==> src/rtl/branch_resolve.sv <==
// branch_resolve: two-stage elastic branch-resolution pipeline.
//   S1 registers the operands, PC, offset, branch type and prediction; the
//   comparator is driven from those registers. S2 registers the resolved
//   direction, redirect PC, misprediction and illegal-type flags, and those
//   registers drive the outputs directly.
// Ports:
//   clk, reset_n         clock, asynchronous active-low reset
//   Flush                synchronous kill of both stages
//   InValid/InReady      upstream handshake
//   Funct3, A, B, PC,    branch type, rs1/rs2, branch PC,
//   Imm, PredTaken       sign-extended offset, fetch prediction
//   OutValid/OutReady    downstream handshake
//   Taken, NextPC,       resolved direction, redirect PC,
//   Mispredict, Illegal  prediction miss, reserved funct3 flag

// Comparator for branch conditions: equality, signed and unsigned less-than.
module branch_resolve_cmp #(
  parameter int WIDTH = 64
) (
  input  logic [WIDTH-1:0] a,
  input  logic [WIDTH-1:0] b,
  output logic             eq,
  output logic             lt,
  output logic             ltu
);

  assign eq  = (a == b);
  assign lt  = ($signed(a) < $signed(b));
  assign ltu = (a < b);

endmodule

module branch_resolve #(
  parameter int WIDTH = 64
) (
  input  logic             clk,
  input  logic             reset_n,
  input  logic             Flush,
  input  logic             InValid,
  output logic             InReady,
  input  logic [2:0]       Funct3,
  input  logic [WIDTH-1:0] A,
  input  logic [WIDTH-1:0] B,
  input  logic [WIDTH-1:0] PC,
  input  logic [WIDTH-1:0] Imm,
  input  logic             PredTaken,
  output logic             OutValid,
  input  logic             OutReady,
  output logic             Taken,
  output logic [WIDTH-1:0] NextPC,
  output logic             Mispredict,
  output logic             Illegal
);

  localparam logic [WIDTH-1:0] PC_STEP = {{(WIDTH-3){1'b0}}, 3'b100};

  // Stage 1 state
  logic             v1_r;
  logic [WIDTH-1:0] a_r;
  logic [WIDTH-1:0] b_r;
  logic [WIDTH-1:0] pc_r;
  logic [WIDTH-1:0] imm_r;
  logic [2:0]       funct3_r;
  logic             pred_r;

  // Stage 2 state (drives the outputs)
  logic             v2_r;
  logic             taken_r;
  logic [WIDTH-1:0] nextpc_r;
  logic             mispredict_r;
  logic             illegal_r;

  // Handshake and datapath intermediates
  logic             advance1_s;
  logic             accept_s;
  logic             drain_s;
  logic             eq_s;
  logic             lt_s;
  logic             ltu_s;
  logic             taken_s;
  logic             illegal_s;
  logic             mispredict_s;
  logic [WIDTH-1:0] target_s;
  logic [WIDTH-1:0] seq_pc_s;
  logic [WIDTH-1:0] nextpc_s;

  // S1 can move on whenever S2 is empty or is being drained this cycle.
  assign advance1_s = v1_r & (~v2_r | OutReady);
  assign InReady    = ~v1_r | advance1_s;
  assign accept_s   = InValid & InReady;
  assign drain_s    = v2_r & OutReady;

  branch_resolve_cmp #(.WIDTH(WIDTH)) u_cmp (
    .a   (a_r),
    .b   (b_r),
    .eq  (eq_s),
    .lt  (lt_s),
    .ltu (ltu_s)
  );

  // Decode the branch condition from the registered funct3.
  always_comb begin
    taken_s   = 1'b0;
    illegal_s = 1'b0;
    case (funct3_r)
      3'b000:         taken_s   = eq_s;
      3'b001:         taken_s   = ~eq_s;
      3'b100:         taken_s   = lt_s;
      3'b101:         taken_s   = ~lt_s;
      3'b110:         taken_s   = ltu_s;
      3'b111:         taken_s   = ~ltu_s;
      3'b010, 3'b011: illegal_s = 1'b1;
      default: begin
        taken_s   = 1'b0;
        illegal_s = 1'b0;
      end
    endcase
  end

  // Redirect target and fall-through PC both wrap modulo 2^WIDTH.
  always_comb begin
    target_s     = pc_r + imm_r;
    seq_pc_s     = pc_r + PC_STEP;
    mispredict_s = ~illegal_s & (taken_s ^ pred_r);
    if (taken_s) begin
      nextpc_s = target_s;
    end else begin
      nextpc_s = seq_pc_s;
    end
  end

  // Stage 1 valid: flush wins over accept, accept wins over a plain advance.
  always_ff @(posedge clk or negedge reset_n) begin
    if (!reset_n) begin
      v1_r <= 1'b0;
    end else if (Flush) begin
      v1_r <= 1'b0;
    end else if (accept_s) begin
      v1_r <= 1'b1;
    end else if (advance1_s) begin
      v1_r <= 1'b0;
    end
  end

  // Stage 1 payload capture on accept.
  always_ff @(posedge clk or negedge reset_n) begin
    if (!reset_n) begin
      a_r      <= {WIDTH{1'b0}};
      b_r      <= {WIDTH{1'b0}};
      pc_r     <= {WIDTH{1'b0}};
      imm_r    <= {WIDTH{1'b0}};
      funct3_r <= 3'b000;
      pred_r   <= 1'b0;
    end else if (accept_s && !Flush) begin
      a_r      <= A;
      b_r      <= B;
      pc_r     <= PC;
      imm_r    <= Imm;
      funct3_r <= Funct3;
      pred_r   <= PredTaken;
    end
  end

  // Stage 2 valid: refilled by an S1 advance, emptied by a drain or flush.
  always_ff @(posedge clk or negedge reset_n) begin
    if (!reset_n) begin
      v2_r <= 1'b0;
    end else if (Flush) begin
      v2_r <= 1'b0;
    end else if (advance1_s) begin
      v2_r <= 1'b1;
    end else if (drain_s) begin
      v2_r <= 1'b0;
    end
  end

  // Stage 2 result capture; held unchanged while stalled.
  always_ff @(posedge clk or negedge reset_n) begin
    if (!reset_n) begin
      taken_r      <= 1'b0;
      nextpc_r     <= {WIDTH{1'b0}};
      mispredict_r <= 1'b0;
      illegal_r    <= 1'b0;
    end else if (advance1_s && !Flush) begin
      taken_r      <= taken_s;
      nextpc_r     <= nextpc_s;
      mispredict_r <= mispredict_s;
      illegal_r    <= illegal_s;
    end
  end

  assign OutValid   = v2_r;
  assign Taken      = taken_r;
  assign NextPC     = nextpc_r;
  assign Mispredict = mispredict_r;
  assign Illegal    = illegal_r;

endmodule

==> config.mk <==
export PLATFORM = sky130hd
export DESIGN_NAME = branch_resolve
export DESIGN_NICKNAME = d
export VERILOG_FILES = /design/src/rtl/branch_resolve.sv
export SDC_FILE = /design/constraint.sdc
export NUM_CORES = 1
export LEC_CHECK = 0
export CAP_MARGIN = 20
export CELL_PAD_IN_SITES_DETAIL_PLACEMENT = 1
export CELL_PAD_IN_SITES_GLOBAL_PLACEMENT = 1
export CORE_MARGIN = 8
export CORE_UTILIZATION = 39
export DETAILED_ROUTE_END_ITERATION = 6
export HOLD_SLACK_MARGIN = 0.06
export PLACE_DENSITY = 0.74
export SLEW_MARGIN = 20
export SYNTH_ARGS = -nofsm -noshare
export SYNTH_HDL_FRONTEND = slang
export SYNTH_HIERARCHICAL = 1
export SYNTH_SLANG_ARGS = --single-unit
==> constraint.sdc <==
create_clock -name clk -period 4.3 [get_ports clk]
set_clock_uncertainty 0.1 [all_clocks]
set_input_delay 1.075 -clock clk [delete_from_list [all_inputs] [get_ports clk]]
set_output_delay 1.075 -clock clk [all_outputs]
set_load 0.01 [all_outputs]
# Word-level counts from Yosys, hierarchy flattened
# Index checks and enable logic that the tools add are counted.
# word_totals
reg_bits	329
in_bits	265
out_inout_bits	69
elab_cells	53
# classes
n_addsub	2
order_cmp	2
eq_ne	8
mux	9
bitwise_logic	13
n_reduce_logical	7
# ops
op	n
$lt A64 B64 Y1	2
$add A64 B3 Y64 const B	1
$add A64 B64 Y64	1
$eq A64 B64 Y1	1
$mux W64	1
$eq A3 B3 Y1 const B	4
$mux W1	7
$eq A3 B2 Y1 const B	2
$not A1 Y1	6
$pmux W1 S6	1
$reduce_bool A3 Y1	2
$and A1 B1 Y1	4
$eq A3 B1 Y1 const B	1
$logic_not A3 Y1	1
$logic_and A1 B1 Y1	2
$or A1 B1 Y1	2
$reduce_or A2 Y1	1
$logic_not A1 Y1	1
$xor A1 B1 Y1	1

# Depth between registers and ports, before layout
# Gate-level depths: netlist of the first run.
# logic_depth
depth_word	7
mapped_depth	18
mapped_depth_nobuf	18

# Cells and area by module
# Netlist of the first run, hierarchy kept.
# modules_own_cells
mod	instances	cells_each	area_per_inst_um2	seq_area_each_um2
branch_resolve	1	1652	17645.7	8232.9
branch_resolve_cmp	1	232	1646.6	0.0

# Worst setup path after synthesis of the first run
# OpenSTA, ideal clock, no wires.
# synth_timing
path_kind	reg-to-reg
startpoint	register a_r[63]
endpoint	register nextpc_r[15], in the netlist NextPC[15]
setup_ns	0.118
arrival_ns	3.460
required_time_ns	4.082
slack_ns	0.622
stages_incl_launch_ff	17
path_buffers	2
synth_period_minus_slack_ns	3.678
cell_sequence	dfrtp_1 -> ha_1 -> nand4_2 -> nor4_4 -> nand2_2 -> nor4_4 -> nand3_1 -> o211a_1 -> xnor2_1 -> mux2i_1 -> xor2_1 -> o21ai_1 -> clkbuf_1 -> clkbuf_1 -> o21ai_0 -> a21oi_1 -> nor2_1
# synth_between
elab_chain_cells	4
elab_cells_between_ends	8
classes_between	order compare (2); eq/ne (1); mux (2); bitwise (3)
# synth_rtl
element	line	text
from (decl)	59	logic [WIDTH-1:0] a_r;
from (signal assigned)	148	a_r <= {WIDTH{1'b0}};
$lt A64 B64 Y1 (*)	29	assign ltu = (a < b);
named net ltu_s	79	logic ltu_s;
$not A1 Y1	111	3'b111: taken_s = ~ltu_s;
$pmux W1 S6 (*)	105	case (funct3_r)
$mux W64 (*)	125	if (taken_s) begin
to (signal assigned)	181	nextpc_r <= {WIDTH{1'b0}};
to (signal assigned)	186	nextpc_r <= nextpc_s;
to (decl)	69	logic [WIDTH-1:0] nextpc_r;
# The timed path passes the listed nets; every way through them passes the cells marked *.
# A chain may end at the register's enable or synchronous reset.

# Worst setup path after layout of the first run
# layout_timing
startpoint	register a_r[51]
endpoint	register nextpc_r[60], in the netlist NextPC[60]
# The elaborated chain is that of the path after synthesis.

==> results.tsv, run 1 <==
metric	value	unit
nNetsFinal	2581	
cts_buffers	40	
max-slew-margin-rel	0.4668	
clk_path_buf_depth	3	
final_common_cell	clkdlybuf4s50_1	
std_cell_rows	81	
power.leakage	10.65	nW
period_share	0.9387	
ioPinCount	334	
cts_sinks	329	
worst_r2r_path_depth	16	
synthToLayoutAreaGrowth	28.38	%
yosys.area.top_type_share	0.4267	
yosys_warnings	6	
syn-num-nets	2278	
fp.dieW	238.4	um
layout-drive-gt1-share	0.1734	
routabilityCongestion	0.8957	
required	4.69	ns
fin_ws	0.2638	ns
finalSetupViolCount	0	
synth_cell_types	74	
drt.antenna.violating_nets	0	
avgSynthCellArea	10.24	um^2
cp_slowest_cell	nor4_4	
hpwl	48990	um
initial_utilization	0.3949	
clockRootBuffer	clkbuf_16	
cp_num_buf_inv	1	
min_period	4.036	ns
drt_wl_total	62980	um
tritoncts	done	
worst_path_largest_cell_delay	0.44	ns
overflow	0	
hold_viol	0	
ys_ff_latch	329	
powerDensity	511.1	mW/mm^2
drc	0	
vias	15680	
placed_area	0.02338	mm^2
synthCells	1884	
rsz0062_at_grt	yes	
grt_pass1_vias	17130	
stdcell_count	2883	
critPathLaunchType	flop	
clk_latency	0.56	ns
multi_input_area	0.01039	mm^2
synth_top_flop_cell	dfrtp_1	
synth_area_leaders	dfrtp_1, mux2_2, ha_1, a21oi_1, nand2_1	
ir_worst_vdd	303.0	uV
synth_edf_count	0	
hold_start	NextPC[43]	
maxCapViolCount	0	
seq_area	0.008233	mm^2
worstHoldEndpoint	NextPC[43]	
clk_transition_reported_paths	0.06	ns
crit_top_cell	nor4_4	
hold_path.class	flop to flop	
wl_per_cell	21.84	um
core-area	0.04885	mm^2
path_max_fanout	23	
r2r-end	NextPC[60]	
final_area	0.02477	mm^2
finalMaxSlewViolations	0	
tightest_slew	0.7874	ns
die_h	238.4	um
via_per_inst	5.437	
syn_area	0.01929	mm^2
place_ws	0.09529	ns
port_buffers	333	
worstPathCellList	ha_1, nand4_1, nor4_4, nand2_2, nor4_4, nand3_1, o211a_1, xnor2_1, mux2i_1, xor2_2, o21ai_4, buf_4, nor2_1, a311oi_1, a21oi_1, a21oi_2	
grt_pass1_wl	99380	um
end_kind	flop	
dieArea	0.05684	mm^2
yosysTopAreaCell	dfrtp_1	
worstSetupPathDepth	16	
yosysSeqAreaShare	0.4267	
dr.pass1.iters	5	
cts.htree.levels	2	
fmax	247.8	MHz
first_iter_violations	700	
fillers	5359	
regToRegStartpoint	a_r[51]	
min_delay_path_depth	2	
place_inst	2809	
status	finished clean	
async_flop_share	1.000	
layout_common_cells	clkdlybuf4s50_1, dfrtp_1, mux2_2, nand2_1, a21oi_1	
worstSetupPathType	flop to flop	
grt_use_total	0.2198	
r2r_setup_slack	0.26	ns
antenna_found_initial	15	
cp_top_family	simple AND/OR/NAND/NOR gates	
grt_max_degree	89	
arrival	4.43	ns
routing by layer:
metal / GRT usage / vias to the layer above / part of all wire
met3: 0.05688 / 110 / 0.061
met1: 0.2790 / 7836 / 0.43
li1: - / 7337 / -
met2: 0.3700 / 370 / 0.48
met4: 0.05638 / 22 / 0.022
met5: 0 / - / 0.0022
timing repair:
action | 4_1_cts | 5_1_grt
hold buffers | 0 | 0
endpoints found under the setup margin | 0 | 47
gates resized for setup | 0 | 3
setup buffers | 0 | 0
worst reg2reg max path: cells and delay by family, from the launching register on:
kind / cells / cell delay, ns
simple gates: 6 / 1.28
compound gates: 5 / 1.02
flops: 1 / 0.38
buf+inv: 1 / 0.33
fa+ha+maj: 1 / 0.32
xor+xnor: 2 / 0.31
mux: 1 / 0.25
per-stage QoR:
stage / util / total power, mW / hold slack (ns) / setup TNS [ns]
after CTS: 0.5065 / 12.78 / 0.3922 / 0
after global routing: 0.5068 / 13.43 / 0.4193 / -0.1963
after detailed placement: 0.4785 / 9.172 / 0.3794 / 0
final: 0.5070 / 12.66 / 0.3861 / 0
after floorplan: - / 7.074 / 0.3794 / 0
after global placement: 0.4785 / 8.999 / 0.3644 / 0
Yosys cell counts, types with 3 or more instances:
cell,number
nand3b_1,3
a211oi_1,11
or3_1,12
nor3b_1,3
o31ai_1,4
nor2_1,108
inv_1,81
o22ai_1,5
o21bai_1,11
nand4_1,47
o21ai_0,89
buf_2,12
a31oi_1,15
ha_1,128
o21ai_1,21
xor2_1,54
nand3_1,47
a21oi_2,6
a221oi_1,5
dfrtp_1,329
a221o_1,3
a22oi_1,8
nor4_1,6
nor3_1,19
a21o_1,43
a21oi_1,144
xnor2_1,58
and3_1,20
and2_1,3
o221ai_1,4
o21a_1,7
mux2_2,261
nor2b_1,8
nand2b_1,7
and4_1,5
mux2i_1,6
nand2_1,156
nand4_2,4
o211ai_1,4
clkbuf_1,84
sequential cells by signal (all words and copies together) (netlist names), 3 cells and up:
name,cells
NextPC,64
b_r,64
pc_r,64
a_r,64
funct3_r,3
imm_r,64
worst max-delay path by stage:
stage | start | slack [ns] | endpoint
5_1_grt | a_r[51] | -0.08 | NextPC[63]
3_3_place_gp | b_r[63] | 0.22 | NextPC[26]
2_1_floorplan | a_r[63] | 0.62 | NextPC[15]
4_1_cts | b_r[63] | 0.05 | NextPC[26]
3_5_place_dp | a_r[63] | 0.1 | NextPC[26]
6_report | a_r[51] | 0.26 | NextPC[60]
cell type report:
type | instances | share of cell area
clock buffer | 61 | 0.04971
antenna | 4 | 0.0004041
timing repair buffer | 360 | 0.1467
tap | 664 | 0.03354
sequential | 329 | 0.3324
multi-input combinational | 1375 | 0.4195
inverter | 81 | 0.01228
clock inverter | 9 | 0.005506
where the power goes:
part	switching [mW]	leakage, nW	internal (mW)
combinational	2.53	6.10	2.24
sequential	0.619	3.89	3.75
clock	1.36	0.667	2.15
total	4.51	10.7	8.15
cell families after synthesis:
group	synth area share
AOI/OAI and AO/OA	0.1278
DFF	0.4267
buffers and inverters	0.03619
adders and majority gates	0.08405
and+or+nand+nor	0.1169
xor gates and xnor gates	0.05085
muxes	0.1574
Power figures use the tool's default switching activity.
==> run 2, diff against run 1 <==
- CAP_MARGIN: 20 -> not set
- SLEW_MARGIN: 20 -> not set
==> results of run 2 <==
Final layout, timing and power as in run 1 (identical DEF).
